[src/rtl/ifu_fill_ctrl.sv]
// IFU instruction-cache miss controller.
// Reports hits, sequences line fills, writes the victim way and replays.
module ifu_fill_ctrl #(
  parameter int WAYS_NUM          = 16,
  parameter int CL_WIDTH          = 128,
  parameter int TAG_ADDRESS_WIDTH = 28,
  parameter int FILL_TIMEOUT      = 64,
  parameter int CNT_WIDTH         = 16
) (
  input  logic                          Clk,
  input  logic                          Rst,
  input  logic                          CoreReqValid,
  input  logic [31:0]                   CoreReqPc,
  input  logic                          TagHit,
  input  logic [$clog2(WAYS_NUM)-1:0]   TagHitWay,
  input  logic [$clog2(WAYS_NUM)-1:0]   PlruVictimWay,
  output logic                          CoreRspValid,
  output logic                          StallPc,
  output logic                          FillReqValid,
  output logic [31:0]                   FillReqAddr,
  input  logic                          FillReqReady,
  input  logic                          FillRspValid,
  input  logic [31:0]                   FillRspAddr,
  input  logic [CL_WIDTH-1:0]           FillRspData,
  output logic                          ArrWrEn,
  output logic [$clog2(WAYS_NUM)-1:0]   ArrWrWay,
  output logic [TAG_ADDRESS_WIDTH-1:0]  ArrWrTag,
  output logic [CL_WIDTH-1:0]           ArrWrData,
  output logic                          PlruUpdate,
  output logic [$clog2(WAYS_NUM)-1:0]   PlruWay,
  output logic                          PlruMiss,
  output logic [CNT_WIDTH-1:0]          MissCount,
  output logic [CNT_WIDTH-1:0]          RetryCount
);

  localparam int WAY_W = $clog2(WAYS_NUM);
  localparam int OFF_W = 32 - TAG_ADDRESS_WIDTH;
  localparam int TMR_W =
    (FILL_TIMEOUT > 1) ? $clog2(FILL_TIMEOUT) : 1;
  localparam logic [TMR_W-1:0] TMR_LAST =
    TMR_W'(FILL_TIMEOUT - 1);
  localparam logic [CNT_WIDTH-1:0] CNT_ONE =
    CNT_WIDTH'(1);

  typedef enum logic [2:0] {
    IDLE,
    SEND_REQ,
    WAIT_FOR_IMEM,
    FILL_DATA_ARR,
    REPLAY
  } state_t;

  state_t                       state;
  logic [TAG_ADDRESS_WIDTH-1:0] tag;
  logic [WAY_W-1:0]             victim;
  logic [CL_WIDTH-1:0]          line;
  logic [TMR_W-1:0]             timer;
  logic [CNT_WIDTH-1:0]         miss_count;
  logic [CNT_WIDTH-1:0]         retry_count;

  logic idle_st;
  logic fill_st;
  logic req_st;
  logic hit;
  logic miss;
  logic rsp_match;
  logic timed_out;

  // Low pc/address bits select a byte inside the line only.
  logic unused_low;
  assign unused_low =
    ^{CoreReqPc[OFF_W-1:0], FillRspAddr[OFF_W-1:0]};

  assign idle_st = (state == IDLE);
  assign fill_st = (state == FILL_DATA_ARR);
  assign req_st  = (state == SEND_REQ);

  // Hit/miss decode of the live fetch; masked while in reset.
  assign hit  = idle_st & ~Rst & CoreReqValid & TagHit;
  assign miss = idle_st & ~Rst & CoreReqValid & ~TagHit;

  assign rsp_match =
    FillRspValid &&
    (FillRspAddr[31:OFF_W] == tag);
  assign timed_out = (timer == TMR_LAST);

  assign CoreRspValid = hit;
  assign StallPc      = ~idle_st | miss;

  assign FillReqValid = req_st;
  assign FillReqAddr  =
    req_st ? {tag, {OFF_W{1'b0}}} : 32'd0;

  assign ArrWrEn   = fill_st;
  assign ArrWrWay  = fill_st ? victim : '0;
  assign ArrWrTag  = fill_st ? tag : '0;
  assign ArrWrData = fill_st ? line : '0;

  assign PlruUpdate = hit | fill_st;
  assign PlruMiss   = fill_st;

  // PLRU touch: victim on fill, hitting way on hit.
  always_comb begin
    PlruWay = '0;
    unique case (1'b1)
      fill_st: PlruWay = victim;
      hit:     PlruWay = TagHitWay;
      default: PlruWay = '0;
    endcase
  end

  assign MissCount  = miss_count;
  assign RetryCount = retry_count;

  // Miss sequencing, fill latching, timeout and statistics.
  always_ff @(posedge Clk) begin
    if (Rst) begin
      state       <= IDLE;
      tag         <= '0;
      victim      <= '0;
      line        <= '0;
      timer       <= '0;
      miss_count  <= '0;
      retry_count <= '0;
    end else begin
      unique case (state)
        IDLE: begin
          if (miss) begin
            tag    <= CoreReqPc[31:OFF_W];
            victim <= PlruVictimWay;
            if (miss_count != '1)
              miss_count <= miss_count + CNT_ONE;
            state  <= SEND_REQ;
          end
        end
        SEND_REQ: begin
          if (FillReqReady) begin
            timer <= '0;
            state <= WAIT_FOR_IMEM;
          end
        end
        WAIT_FOR_IMEM: begin
          // A matching response beats the timeout.
          if (rsp_match) begin
            line  <= FillRspData;
            state <= FILL_DATA_ARR;
          end else if (timed_out) begin
            if (retry_count != '1)
              retry_count <= retry_count + CNT_ONE;
            state <= SEND_REQ;
          end else begin
            timer <= timer + TMR_W'(1);
          end
        end
        FILL_DATA_ARR: state <= REPLAY;
        REPLAY:        state <= IDLE;
        default:       state <= IDLE;
      endcase
    end
  end

endmodule

[config.mk]
export PLATFORM = sky130hd
export DESIGN_NAME = ifu_fill_ctrl
export DESIGN_NICKNAME = d
export VERILOG_FILES = /design/src/rtl/ifu_fill_ctrl.sv
export SDC_FILE = /design/constraint.sdc
export NUM_CORES = 1
export LEC_CHECK = 0
export ABC_AREA = 1
export BUFFER_PORTS_ARGS = -buffer_cell sky130_fd_sc_hd__buf_2
export CAP_MARGIN = 25
export CORE_AREA = 2 2 171 173
export CTS_BUF_LIST = sky130_fd_sc_hd__clkbuf_8
export DETAILED_ROUTE_END_ITERATION = 7
export DIE_AREA = 0 0 173 175
export SYNTH_ARGS = -nofsm -noshare
export SYNTH_HDL_FRONTEND = slang
export SYNTH_SLANG_ARGS = --single-unit
[constraint.sdc]
create_clock -name Clk -period 2.2 [get_ports Clk]
set_clock_uncertainty 0.05 [all_clocks]
set_input_delay 0.55 -clock Clk [delete_from_list [all_inputs] [get_ports Clk]]
set_output_delay 0.55 -clock Clk [all_outputs]
set_load 0.05 [all_outputs]
==> tab_implementation.tex <==
\begin{tabular}{lr}
\hline
Metric & Value \\
\hline
\multicolumn{2}{l}{\textbf{Timing}} \\
\quad Ratio of final minimum period to clock period & 116\% \\
\quad Setup TNS & -48.37 ns \\
\quad Final hold viol count & 0 \\
\quad Unrepaired setup endpoints after global routing & true \\
\quad Post-layout min period & 2.55 ns \\
\quad Relative slew slack & 57.3\% \\
\quad Slew at the pin closest to its max-slew limit & 0.641 ns \\
\quad Post-layout worst setup margin & -0.349 ns \\
\quad Final setup violation count & 197 \\
\quad Final Max Tran Viols & 0 \\
\quad F\_max & 392 MHz \\
\multicolumn{2}{l}{\textbf{Placement}} \\
\quad Estimated wirelength of the detail-placed design & 22500 um \\
\quad Port Buf Inserts & 427 \\
\quad Weighted congestion reported at the end of routability-driven placement & 0.841 \\
\quad Total cell area at the placement stage & 0.0133 mm2 \\
\multicolumn{2}{l}{\textbf{Setup path}} \\
\quad Worst Path Required & 1.60 ns \\
\quad Cell breakdown of the critical path & inv\_4 > nor3\_4 > buf\_6 > inv\_12 > buf\_12 > buf\_12 > nor2\_4 > buf\_6 \\
\quad Largest stage delay, worst path & 0.34 ns \\
\quad Cell with the largest stage delay on the worst path & sky130\_fd\_sc\_hd\_\_dfxtp\_2 \\
\quad Crit path from & state[0] \\
\quad FF-to-FF Start & state[2] \\
\quad Type of the worst setup path & flop to output port \\
\quad Crit Path Max Fanout & 5 \\
\quad Terminus of the critical flop-to-flop path & RetryCount[8] \\
\quad Crit path launch type & flop \\
\quad Worst reg-to-reg setup slack & 0.20 ns \\
\quad Worst-case reg-to-reg path depth & 9 \\
\quad Crit path arrival time & 1.95 ns \\
\quad Critical Path End & ArrWrData[69] \\
\quad Sort of element at the end of the critical path & output port \\
\multicolumn{2}{l}{\textbf{Global route}} \\
\quad GR Util met3 & 5.03\% \\
\quad Global-route wire length before repair & 50400 um \\
\quad GRT Residual Overflow & 0 \\
\quad Aggregate global-route resource usage & 20.2\% \\
\quad Antenna violations before repair & 2 \\
\quad Met2 Resource Use GR & 34.4\% \\
\quad Vias in the first global route & 9928 \\
\quad Most heavily used metal layer in global routing & met2 \\
\quad Largest net degree at the start of global routing & 108 \\
\quad Met1 track utilization from global routing & 24.3\% \\
\multicolumn{2}{l}{\textbf{Floorplan}} \\
\quad Die H & 175 um \\
\quad Initial Utilization & 33.2\% \\
\quad Total Die Area & 0.0303 mm2 \\
\quad Width of the die & 173 um \\
\quad FP Rows & 62 \\
\quad Ports placed on the boundary & 440 \\
\quad Area of the core & 0.0284 mm2 \\
\multicolumn{2}{l}{\textbf{Final layout}} \\
\quad Post-route cell area & 0.0161 mm2 \\
\quad Syn-to-layout area delta & 71.1\% \\
\quad Share of layout cells above drive strength 1 & 43.0\% \\
\quad Number of fillers in the final layout & 2548 \\
\quad Leading cell types in the layout, fill and taps excluded & 230 x sky130\_fd\_sc\_hd\_\_buf\_2, 213 x sky130\_fd\_sc\_hd\_\_inv\_1, 198 x sky130\_fd\_sc\_hd\_\_dfxtp\_1 \\
\quad Most common cell after layout, fill and taps aside & sky130\_fd\_sc\_hd\_\_buf\_2 \\
\quad Total number of nets in the final design & 2006 \\
\multicolumn{2}{l}{\textbf{Clock tree}} \\
\quad Number of clock buffers inserted by TritonCTS & 38 \\
\quad Count of clock tree sinks & 201 \\
\quad Post-cts hold buffer count & 0 \\
\quad Clk slew on worst S/H paths & 0.06 ns \\
\quad Clock root buffer master & sky130\_fd\_sc\_hd\_\_clkbuf\_8 \\
\quad Clk\_lat worst skew & 0.51 ns \\
\quad CTS tree & built \\
\quad Number of buffers on the longest clock path & 3 \\
\quad Maximum level of the CTS H-tree & 2 \\
\multicolumn{2}{l}{\textbf{Logic synthesis}} \\
\quad Avg Synthesized Cell Area & 6.98 um2 \\
\quad Flip-flop cell with the highest count after synthesis & sky130\_fd\_sc\_hd\_\_dfxtp\_1 \\
\quad Portion of the post-synthesis area used by sequential elements & 42.7\% \\
\quad Cell variety after synth & 39 \\
\quad Fraction of synthesized cell area taken by the top area cell type & 42.7\% \\
\quad Total of flip-flops plus latches after synthesis & 201 \\
\quad Count of yosys warnings during synthesis & 0 \\
\quad Netlist area before placement & 0.00941 mm2 \\
\quad EDFF count, synth & 0 \\
\quad Cell type with the highest aggregate area in the netlist & sky130\_fd\_sc\_hd\_\_dfxtp\_1 \\
\quad Post-synthesis instance total & 1349 \\
\quad Asr flop ratio synth & 0\% \\
\quad Leading cell types by total area after synthesis & sky130\_fd\_sc\_hd\_\_dfxtp\_1 43\%, sky130\_fd\_sc\_hd\_\_a21oi\_1 10\%, sky130\_fd\_sc\_hd\_\_nor2\_1 9.1\%, sky130\_fd\_sc\_hd\_\_inv\_1 8.3\%, sky130\_fd\_sc\_hd\_\_o21ai\_0 6.4\% \\
\multicolumn{2}{l}{\textbf{Worst hold path}} \\
\quad Class of the most critical hold timing path & input port to flop \\
\quad Min-Delay Path Depth & 3 \\
\multicolumn{2}{l}{\textbf{Drt}} \\
\quad DRC violations left & 0 \\
\quad First-pass iteration count of the detailed router & 4 \\
\quad DR iter-0 viols & 515 \\
\quad Routed vias/inst & 4.71 \\
\quad Wire length reported by the detailed router & 33700 um \\
\quad Antenna Violating Nets Remaining & 0 \\
\quad Post-detailed-route wirelength per cell & 15.3 um \\
\quad Total number of vias & 10377 \\
\multicolumn{2}{l}{\textbf{Run status}} \\
\quad Failing checks & negative setup slack \\
\quad Result of the run & finished with violations \\
\multicolumn{2}{l}{\textbf{Pwr}} \\
\quad Total power density per cell area & 500 mW/mm2 \\
\quad Worst-case vdd ir drop & 0.355 mV \\
\quad Leakage & 6.15 nW \\
\multicolumn{2}{l}{\textbf{Run}} \\
\quad Number of violations of the max-capacitance limit & 0 \\
\hline
\end{tabular}
cell usage after synthesis (3+ instances only):
cell type and instances:
sky130_fd_sc_hd__nand3_1 27, sky130_fd_sc_hd__nand4_1 20, sky130_fd_sc_hd__dfxtp_1 201, sky130_fd_sc_hd__ha_1 3
sky130_fd_sc_hd__xnor2_1 14, sky130_fd_sc_hd__nor2_1 227, sky130_fd_sc_hd__o21ai_1 55, sky130_fd_sc_hd__buf_4 7
sky130_fd_sc_hd__nor2_2 4, sky130_fd_sc_hd__o21ai_0 121, sky130_fd_sc_hd__xor2_1 14, sky130_fd_sc_hd__clkbuf_1 51
sky130_fd_sc_hd__buf_2 8, sky130_fd_sc_hd__buf_6 24, sky130_fd_sc_hd__a21oi_1 194, sky130_fd_sc_hd__nand2_1 123
sky130_fd_sc_hd__inv_1 208, sky130_fd_sc_hd__nor3_1 13, sky130_fd_sc_hd__inv_2 10
worst min path at each step:
| stage | slack, ns | from | to |
|---|---|---|---|
| floorplan | 0.40 | victim[0] | victim[0] |
| global placement | 0.42 | timer[4] | timer[4] |
| detailed placement | 0.43 | victim[0] | victim[0] |
| CTS | 0.22 | FillRspData[18] | line[18] |
| global route | 0.23 | FillRspData[15] | line[15] |
| finish | 0.25 | FillRspData[31] | line[31] |
critical path, delay by kind of cell, from the launching register on:
family | cells | cell delay (ns)
flops | 1 | 0.34
simple gates | 2 | 0.34
buf+inv | 6 | 0.75
through the flow:
stage	power, mW	hold WS, ns	utilization [%]	std cells	setup WS (ns)
5_1_grt	8.39	0.233	56.7	2204	-0.441
2_1_floorplan	4.25	0.400	-	1352	-0.369
3_3_place_gp	4.53	0.423	46.9	2117	-0.0115
4_1_cts	8.06	0.221	54.8	2194	-0.376
6_report	8.06	0.254	56.7	2204	-0.349
3_5_place_dp	4.54	0.435	46.9	2117	-0.0314
power breakdown:
part | internal, mW | switching, mW
combinational | 0.363 | 0.547
clock | 1.88 | 1.56
sequential | 3.68 | 0.0277
layout make-up:
| class | count | area [um2] | area share (%) |
|---|---|---|---|
| Inverter | 219 | 856 | 5.31 |
| Clock inverter | 16 | 70.1 | 0.435 |
| Clock buffer | 46 | 633 | 3.93 |
| Antenna cell | 1 | 2.50 | 0.0155 |
| Timing Repair Buffer | 494 | 4510 | 28.0 |
| Multi-Input combinational cell | 841 | 5500 | 34.1 |
| Sequential cell | 201 | 4030 | 25.0 |
| Timing Repair inverter | 2 | 25.0 | 0.155 |
| Tap cell | 384 | 480 | 2.98 |
cells by family after synthesis:
logic type / synth area share (%)
compound gates: 20.5
xor+xnor: 2.61
fa+ha+maj: 0.399
buf+inv: 14.7
flops: 42.7
other cells: 0.0398
simple gates: 19.0
routing by layer:
metal	wire length, um	vias to the layer above
li1	-	5179
met1	13700	4738
met4	1200	0
met3	2260	91
met5	0	-
met2	16500	369
what timing repair did:
item / in CTS / in global routing
pin swaps: 6 / 9
setup endpoints to repair: 197 / 198
cloned: 5 / 4
buffers inserted: 10 / 6
gates resized for setup: 430 / 105
registers in the layout (all words and copies together), names as in the netlist:
signal      cells
timer           6
state           3
victim          4
tag            28
line          128
RetryCount     16
MissCount      16
(Power assumes the default switching activity.)
